[config.mk]
export PLATFORM = sky130hd
export DESIGN_NAME = rr_hold_arbiter
export DESIGN_NICKNAME = d
export VERILOG_FILES = /design/src/rtl/rr_arb_pkg.sv /design/src/rtl/rr_pick.sv /design/src/rtl/rr_hold_arbiter.sv
export SDC_FILE = /design/constraint.sdc
export NUM_CORES = 1
export LEC_CHECK = 0
export CAP_MARGIN = 20
export CORE_MARGIN = 2
export CORE_UTILIZATION = 43
export CTS_CLUSTER_DIAMETER = 40
export CTS_CLUSTER_SIZE = 16
export DETAILED_ROUTE_END_ITERATION = 12
export HOLD_SLACK_MARGIN = 0.06
export PLACE_DENSITY = 0.73
export SYNTH_ARGS = -nofsm -noshare
export SYNTH_HDL_FRONTEND = slang
export SYNTH_SLANG_ARGS = --single-unit
[constraint.sdc]
create_clock -name clk_i -period 1.81 [get_ports clk_i]
set_input_delay 0.2715 -clock clk_i [delete_from_list [all_inputs] [get_ports clk_i]]
set_output_delay 0.2715 -clock clk_i [all_outputs]
set_load 0.02 [all_outputs]
[src/rtl/rr_arb_pkg.sv]
// rr_arb_pkg: shared state encoding and width helper for the hold arbiter
package rr_arb_pkg;
  typedef enum logic {ARB_IDLE, ARB_GRANT} arb_state_e;
  function automatic int clog2(input int n);
    int r;
    r = 0;
    while ((1 << r) < n) r++;
    return (r < 1) ? 1 : r;
  endfunction
endpackage

[src/rtl/rr_pick.sv]
// rr_pick: round-robin winner select as a double-width masked fixed-priority scan
module rr_pick import rr_arb_pkg::*; #(
  parameter int NUM_PORTS = 4,
  localparam int ID_W = clog2(NUM_PORTS)
) (
  input  logic [NUM_PORTS-1:0] req,
  input  logic [ID_W-1:0]      ptr,
  output logic [NUM_PORTS-1:0] win_oh,
  output logic [ID_W-1:0]      win_id,
  output logic                 any
);
  logic [2*NUM_PORTS-1:0] dbl;
  assign dbl = {req, req} & ({2*NUM_PORTS{1'b1}} << ptr);
  always_comb begin
    win_id = '0;
    for (int i = 2*NUM_PORTS-1; i >= 0; i--)
      if (dbl[i]) win_id = ID_W'(i % NUM_PORTS);
  end
  assign any = |req;
  assign win_oh = any ? NUM_PORTS'(1) << win_id : '0;
endmodule

[src/rtl/rr_hold_arbiter.sv]
// rr_hold_arbiter: registered round-robin arbiter with burst-lock hold limit
module rr_hold_arbiter import rr_arb_pkg::*; #(
  parameter int NUM_PORTS = 4,
  parameter int MAX_HOLD = 8,
  localparam int ID_W = clog2(NUM_PORTS),
  localparam int CNT_W = clog2(MAX_HOLD + 1)
) (
  input  logic                 clk_i,
  input  logic                 rst_ni,
  input  logic [NUM_PORTS-1:0] requests_i,
  input  logic                 done_i,
  output logic [NUM_PORTS-1:0] grants_o,
  output logic                 grant_valid_o,
  output logic [ID_W-1:0]      grant_id_o,
  output logic [CNT_W-1:0]     hold_count_o
);
  if (NUM_PORTS < 2) begin : g_bad_ports
    $error("rr_hold_arbiter: NUM_PORTS must be >= 2");
  end
  arb_state_e state;
  logic [ID_W-1:0] ptr, win_id, nxt;
  logic [NUM_PORTS-1:0] win_oh;
  logic any, rel;
  rr_pick #(.NUM_PORTS(NUM_PORTS)) u_pick (
    .req(requests_i), .ptr(ptr), .win_oh(win_oh), .win_id(win_id), .any(any)
  );
  assign nxt = (win_id == ID_W'(NUM_PORTS - 1)) ? '0 : win_id + 1'b1;
  // ptr already points past the owner, so a re-pick naturally demotes it
  assign rel = !requests_i[grant_id_o] || done_i ||
               (MAX_HOLD != 0 && hold_count_o == CNT_W'(MAX_HOLD));
  always_ff @(posedge clk_i or negedge rst_ni) begin
    if (!rst_ni) begin
      state <= ARB_IDLE;
      ptr <= '0;
      grants_o <= '0;
      grant_valid_o <= 1'b0;
      grant_id_o <= '0;
      hold_count_o <= '0;
    end else if (state == ARB_IDLE || rel) begin
      state <= any ? ARB_GRANT : ARB_IDLE;
      ptr <= any ? nxt : ptr;
      grants_o <= win_oh;
      grant_valid_o <= any;
      grant_id_o <= any ? win_id : '0;
      hold_count_o <= any ? CNT_W'(1) : '0;
    end else begin
      hold_count_o <= (hold_count_o == '1) ? hold_count_o : hold_count_o + 1'b1;
    end
  end
endmodule

Word-level counts from Yosys, hierarchy flattened
Cells that the tools add are included. Widths: inputs -> output; s select.

Add/sub/neg operators: 2. $mul: 0. Divide/modulo/power cells: 0. $lt $le $gt $ge: 1. Equality and inequality tests: 4. Shift-type cells: 2. Multiplexer cells: 17. Bitwise operators: 2. Reduce and logical (&&, ||, !) cells: 6.

Operator list (number): $mux 2 (10); $mux 4 (3); $and 8x8->8 (1); $eq 4x4->1 const B (2); $shl 8x2->8 const A (1); $add 4x1->4 const B (1); $reduce_or 4->1 (1); $shl 1x2->4 const A (1); $logic_or 1x1->1 (3); $lt 2x3->1 const B (1); $mux 1 (3); $add 2x1->2 const B (1); $bmux 1 s2 (1); $eq 2x2->1 const B (1); $ne 2x2->1 const B (1); $reduce_and 2->1 (1); $logic_not 1->1 (1); $not 1->1 (1).

Bits in registers: 14. Latch bits: 0. Bits in writable memories: 0. Bits in read-only memories: 0. Bits of input ports: 7. Output and inout port bits: 11. Word-level logic and storage cells: 40. Memories: 0.

Depth between registers and ports, before layout
Gate-level depths: netlist of run 1.

Depth after elaboration: 12. Mapped depth: 8. Gate-level depth less buffers: 7.

Hierarchy
From an unflattened synthesis of run 1, not the netlist that was laid out.

Cell total of the unflattened synthesis: 82. Area, all modules: 842.1 sq um.

By module, submodules not included: rr_hold_arbiter (times used 1, cells an instance 52, area each 655.6 sq um, sequential area each 325.3 sq um); rr_pick (times used 1, cells an instance 30, area each 186.4 sq um, sequential area each 0.0 sq um).

Worst setup path after synthesis of run 1
OpenSTA, ideal clock, no wires.

Path type: register to register. From: register hold_count_o[0]. To: register grant_id_o[0]. Setup time: 0.127 ns. Arrival: 1.800 ns. Data required time: 1.683 ns. Slack: -0.118 ns. Stages on the path, launching flop included: 7. Buffers on the path: 0. Period minus slack after synthesis: 1.928 ns. Cells stage by stage: dfrtp_1 > inv_1 > ha_1 > and3b_1 > a2111oi_4 > nand2_2 > mux2_1.

Cells in the longest elaborated chain, start to end: 3.

Ends and longest elaborated chain: start, declared (line rr_hold_arbiter.sv:15) `output logic [CNT_W-1:0] hold_count_o`; start signal, assigned (line rr_hold_arbiter.sv:45) `hold_count_o <= any ? CNT_W'(1) : '0;`; start signal, assigned (line rr_hold_arbiter.sv:47) `hold_count_o <= (hold_count_o == '1) ? hold_count_o : hold_count_o + 1'b1;`; $eq 4x4->1 (line rr_hold_arbiter.sv:30) `(MAX_HOLD != 0 && hold_count_o == CNT_W'(MAX_HOLD));`; $logic_or 1x1->1 (line rr_hold_arbiter.sv:29) `assign rel = !requests_i[grant_id_o] || done_i ||`; $logic_or 1x1->1 (line rr_hold_arbiter.sv:39) `end else if (state == ARB_IDLE || rel) begin`; end signal, assigned (line rr_hold_arbiter.sv:44) `grant_id_o <= any ? win_id : '0;`; end, declared (line rr_hold_arbiter.sv:14) `output logic [ID_W-1:0] grant_id_o,`.

Every way passes these cells. A chain may end at the register's enable or synchronous reset.

Final worst setup path of run 1
From: register ptr[0]. To: register ptr[1].

Cells in the longest elaborated chain, start to end: 12. Elaborated cells between the ends (all ways): 13. Those cells by class: 1 x add/sub; 1 x eq/ne; 1 x shift; 9 x mux; 1 x bitwise.

Ends and longest elaborated chain: start, declared (line rr_hold_arbiter.sv:21) `logic [ID_W-1:0] ptr, win_id, nxt;`; start signal, assigned (line rr_hold_arbiter.sv:41) `ptr <= any ? nxt : ptr;`; $shl 8x2->8 (*) (line rr_pick.sv:13) `assign dbl = {req, req} & ({2*NUM_PORTS{1'b1}} << ptr);`; $and 8x8->8 (*) (line rr_pick.sv:13); $mux 2 (7 in series) (line rr_pick.sv:17) `if (dbl[i]) win_id = ID_W'(i % NUM_PORTS);`; $mux 2 (*) (line rr_pick.sv:17); $add 2x1->2 / $eq 2x2->1 (equally long branches) (line rr_hold_arbiter.sv:27) `assign nxt = (win_id == ID_W'(NUM_PORTS - 1)) ? '0 : win_id + 1'b1;`; $mux 2 (*) (line rr_hold_arbiter.sv:27); named net nxt[1] (line rr_hold_arbiter.sv:21).

Mark *: on every way through the listed nets, which the timed path passes. The rest lies on a longest branch.

==> results of run 1 <==
## worst paths after layout
path,start,endpoint,slack [ns],cells after the start
max,ptr[0]$_DFFE_PN0P_,ptr[1]$_DFFE_PN0P_,0.08,6
min,rst_ni,grant_valid_o$_DFFE_PN0N_,0.37,1
max reg2reg,ptr[0]$_DFFE_PN0P_,ptr[1]$_DFFE_PN0P_,0.08,6
min reg2reg,grants_o[2]$_DFFE_PN0N_,grants_o[2]$_DFFE_PN0N_,0.51,2
max in group asynchronous,rst_ni,hold_count_o[1]$_DFFE_PN0P_,1.02,1
min in group clk_i,requests_i[2],grants_o[2]$_DFFE_PN0N_,0.38,3
## per-stage QoR
step                      area (sq um)  util (%)  std cells
after floorplan                    766         -         75
after global placement            1070      63.6        124
after detailed placement          1070      63.6        124
after CTS                         1110      65.6        129
after global routing              1120      66.4        129
final                             1120      66.4        129
## layer usage
metal / vias up / routed length, um / global-route usage, %
li1: 346 / - / -
met1: 332 / 906 / 27.6
met2: 11 / 827 / 33.6
met3: 5 / 37 / 4.37
met4: 0 / 28 / 9.71
met5: - / 0 / 0
## cells in the mapped netlist (all sizes together) (2+ instances only)
cell / instances / share of area (%)
a211o: 2 / 2.5
a21oi: 3 / 2.0
dfrtp: 13 / 43
ha: 4 / 6.6
inv: 6 / 3.0
mux2: 2 / 3.0
mux2i: 4 / 5.3
nand2: 5 / 2.8
nand3: 7 / 4.6
nor2: 4 / 2.0
nor3: 2 / 1.3
nor3b: 2 / 2.0
o21ai: 5 / 3.3
## power breakdown
part           internal (uW)  switching [uW]  total [uW]
clock network           85.6            94.5         180
registers                403             112         514
logic                    494             433         927
## registers in the layout, indices dropped and copies added, names as in the netlist
name / cells
grant_id_o: 2
grant_valid_o: 1
grants_o: 4
hold_count_o: 4
ptr: 2
## kinds of logic after synthesis
group / count (synthesis) / synth area share, %
AO/OA/AOI/OAI: 18 / 19.0
XOR/XNOR: 1 / 1.16
adder cells (fa/ha/maj): 4 / 6.61
buffers and inverters: 7 / 3.47
flip-flops: 13 / 43.0
multiplexers: 6 / 8.26
AND/OR/NAND/NOR: 26 / 18.5
## timing repair
item | CTS | global route
resized for setup | 0 | 5
buffers inserted | 1 | 0
hold buffers | 0 | 0
pin swaps | 1 | 0
endpoints found under the setup margin | 5 | 4
## final cells by class
| class | instances | area [sq um] | share of cell area (%) |
|---|---|---|---|
| multi-input cells | 55 | 420 | 37.5 |
| inverters | 6 | 22.5 | 2.01 |
| repair buffers | 34 | 303 | 27.0 |
| clock buffers | 4 | 26.3 | 2.34 |
| flip-flops and latches | 13 | 329 | 29.3 |
| well taps | 17 | 21.3 | 1.90 |
==> summary.txt, run 1 <==
Floorplan
  – Die ar.: 0.00211 sq mm
  – Starting Density: 44.8%
  – Core area: 0.00169 sq mm
  – Die X: 46.0 um
  – I/O pin count: 18
  – Height of the die: 46.0 um
  – FP Rows: 15

Synth
  – Synth warnings: 0
  – Number of synthesized flops with an enable pin: 0
  – Mapped Cells: 75
  – Synth Register Bits: 13
  – Unique masters post-synth: 31
  – Mapped Area: 757 sq um
  – Register area share after synthesis: 43.0%
  – Synth async-reset ratio: 100%
  – Average size of a mapped cell: between 10 and 15 sq um
  – Top FF cell, synth: dfrtp_1
  – Net Count, Synth: 86

Timing
  – Tmin final: 1.73 ns
  – Setup TNS Final: 0 ns
  – Setup violators final: 0
  – Final Hold Fails: 0
  – Slew HR: 59.9%
  – Worst slew pin tran: 0.600 ns
  – Clock skew: 0.00234 ns
  – WHS: 0.368 ns
  – Period Utilization, post-route: 95.8%
  – Final slew viol count: 0
  – Worst Setup Slack, final: approximately 0.076 ns
  – Peak Freq: 0.577 GHz

Setup path
  – Crit path max-delay cell type: dfrtp_2
  – WP data arrival: roughly 1.9 ns
  – Worst EP required: 1.97 ns
  – Critical path buffer and inverter count: 2
  – CP Capture Type: register
  – Most numerous cell on the critical path: inv_1
  – Crit path max fanout: 5
  – CP Class: register to register
  – CP max stage delay: 0.44 ns
  – Crit path launch type: register
  – Largest delay share family, worst path: flip-flops
  – Crit path cell chain: inv_1 > o21ai_0 > a211oi_2 > inv_1 > ha_1 > mux2_1

Detailed routing
  – Vias per cell: roughly 5.4
  – 1st-iter DRT viols: 6
  – Routed vias: 694
  – Initial DRT Pass Iterations: 3
  – Drt drc: 0
  – Final WL: 1.80 mm
  – Final ANT Viol Nets: 0
  – WL/cell: 13.9 um

Layout
  – Commonest non-fill, non-tap cell in the layout: buf_4
  – Most frequent cells in the layout: buf_4, clkdlybuf4s50_1, dfrtp_1, nand3_1, o21ai_0
  – Share of cells above drive strength 1: about a third
  – # fillers: 143
  – Ant. Diodes: 0
  – Final nets: 124
  – Layout area overhead: 48.3%

Run
  – # Max-Cap Violations: 0

Global routing
  – Largest net degree at the start of global routing: 14
  – Global-route wire length before repair: 3.21 mm
  – Total gr overflow: 0
  – Gr usage total: 21.2%
  – Initial antenna violation count: 0
  – Vias in the first global route: 736

CTS
  – CTS Root Cell: clkbuf_4
  – Skew-Pair Late Insertion Delay: 0.28 ns
  – Cts bufs inserted: 3
  – Htree depth: 1
  – Clock slew at reported path FFs: about 0.080 ns
  – Max Root-Sink Buffers: 2
  – CTS Sinks: 13
  – CTS tree: built

Place
  – Worst slack, placed: -0.304 ns
  – GPL Wtd Cong: around 0.80
  – I/O Buffers: 17
  – Hpwl dp: around 1.4 mm

Pwr
  – Lkg Pwr: 0.000537 uW
  – Max IR drop VDD: 775 uV
  – Cell Pwr Density: 1440 mW/mm^2
  – PnR Total Power: 1620 uW

Hold path
  – Hold Path Class: input port to asynchronous set/reset pin

Status
  – Status: finished, final reports clean
No activity file was read; power rests on OpenSTA's default activity.
==> run 2, diff against run 1 <==
--- a/config.mk
+++ b/config.mk
@@ -5,7 +5,7 @@
 export SDC_FILE = /design/constraint.sdc
 export NUM_CORES = 1
 export LEC_CHECK = 0
-export CAP_MARGIN = 20
+export CAP_MARGIN = 10
 export CORE_MARGIN = 2
 export CORE_UTILIZATION = 43
 export CTS_CLUSTER_DIAMETER = 40
@@ -13,6 +13,8 @@
 export DETAILED_ROUTE_END_ITERATION = 12
 export HOLD_SLACK_MARGIN = 0.06
 export PLACE_DENSITY = 0.73
+export SKIP_LAST_GASP = 1
+export SLEW_MARGIN = 20
 export SYNTH_ARGS = -nofsm -noshare
 export SYNTH_HDL_FRONTEND = slang
 export SYNTH_SLANG_ARGS = --single-unit
==> results of run 2 <==
Final layout, timing and power as in run 1 (identical DEF).
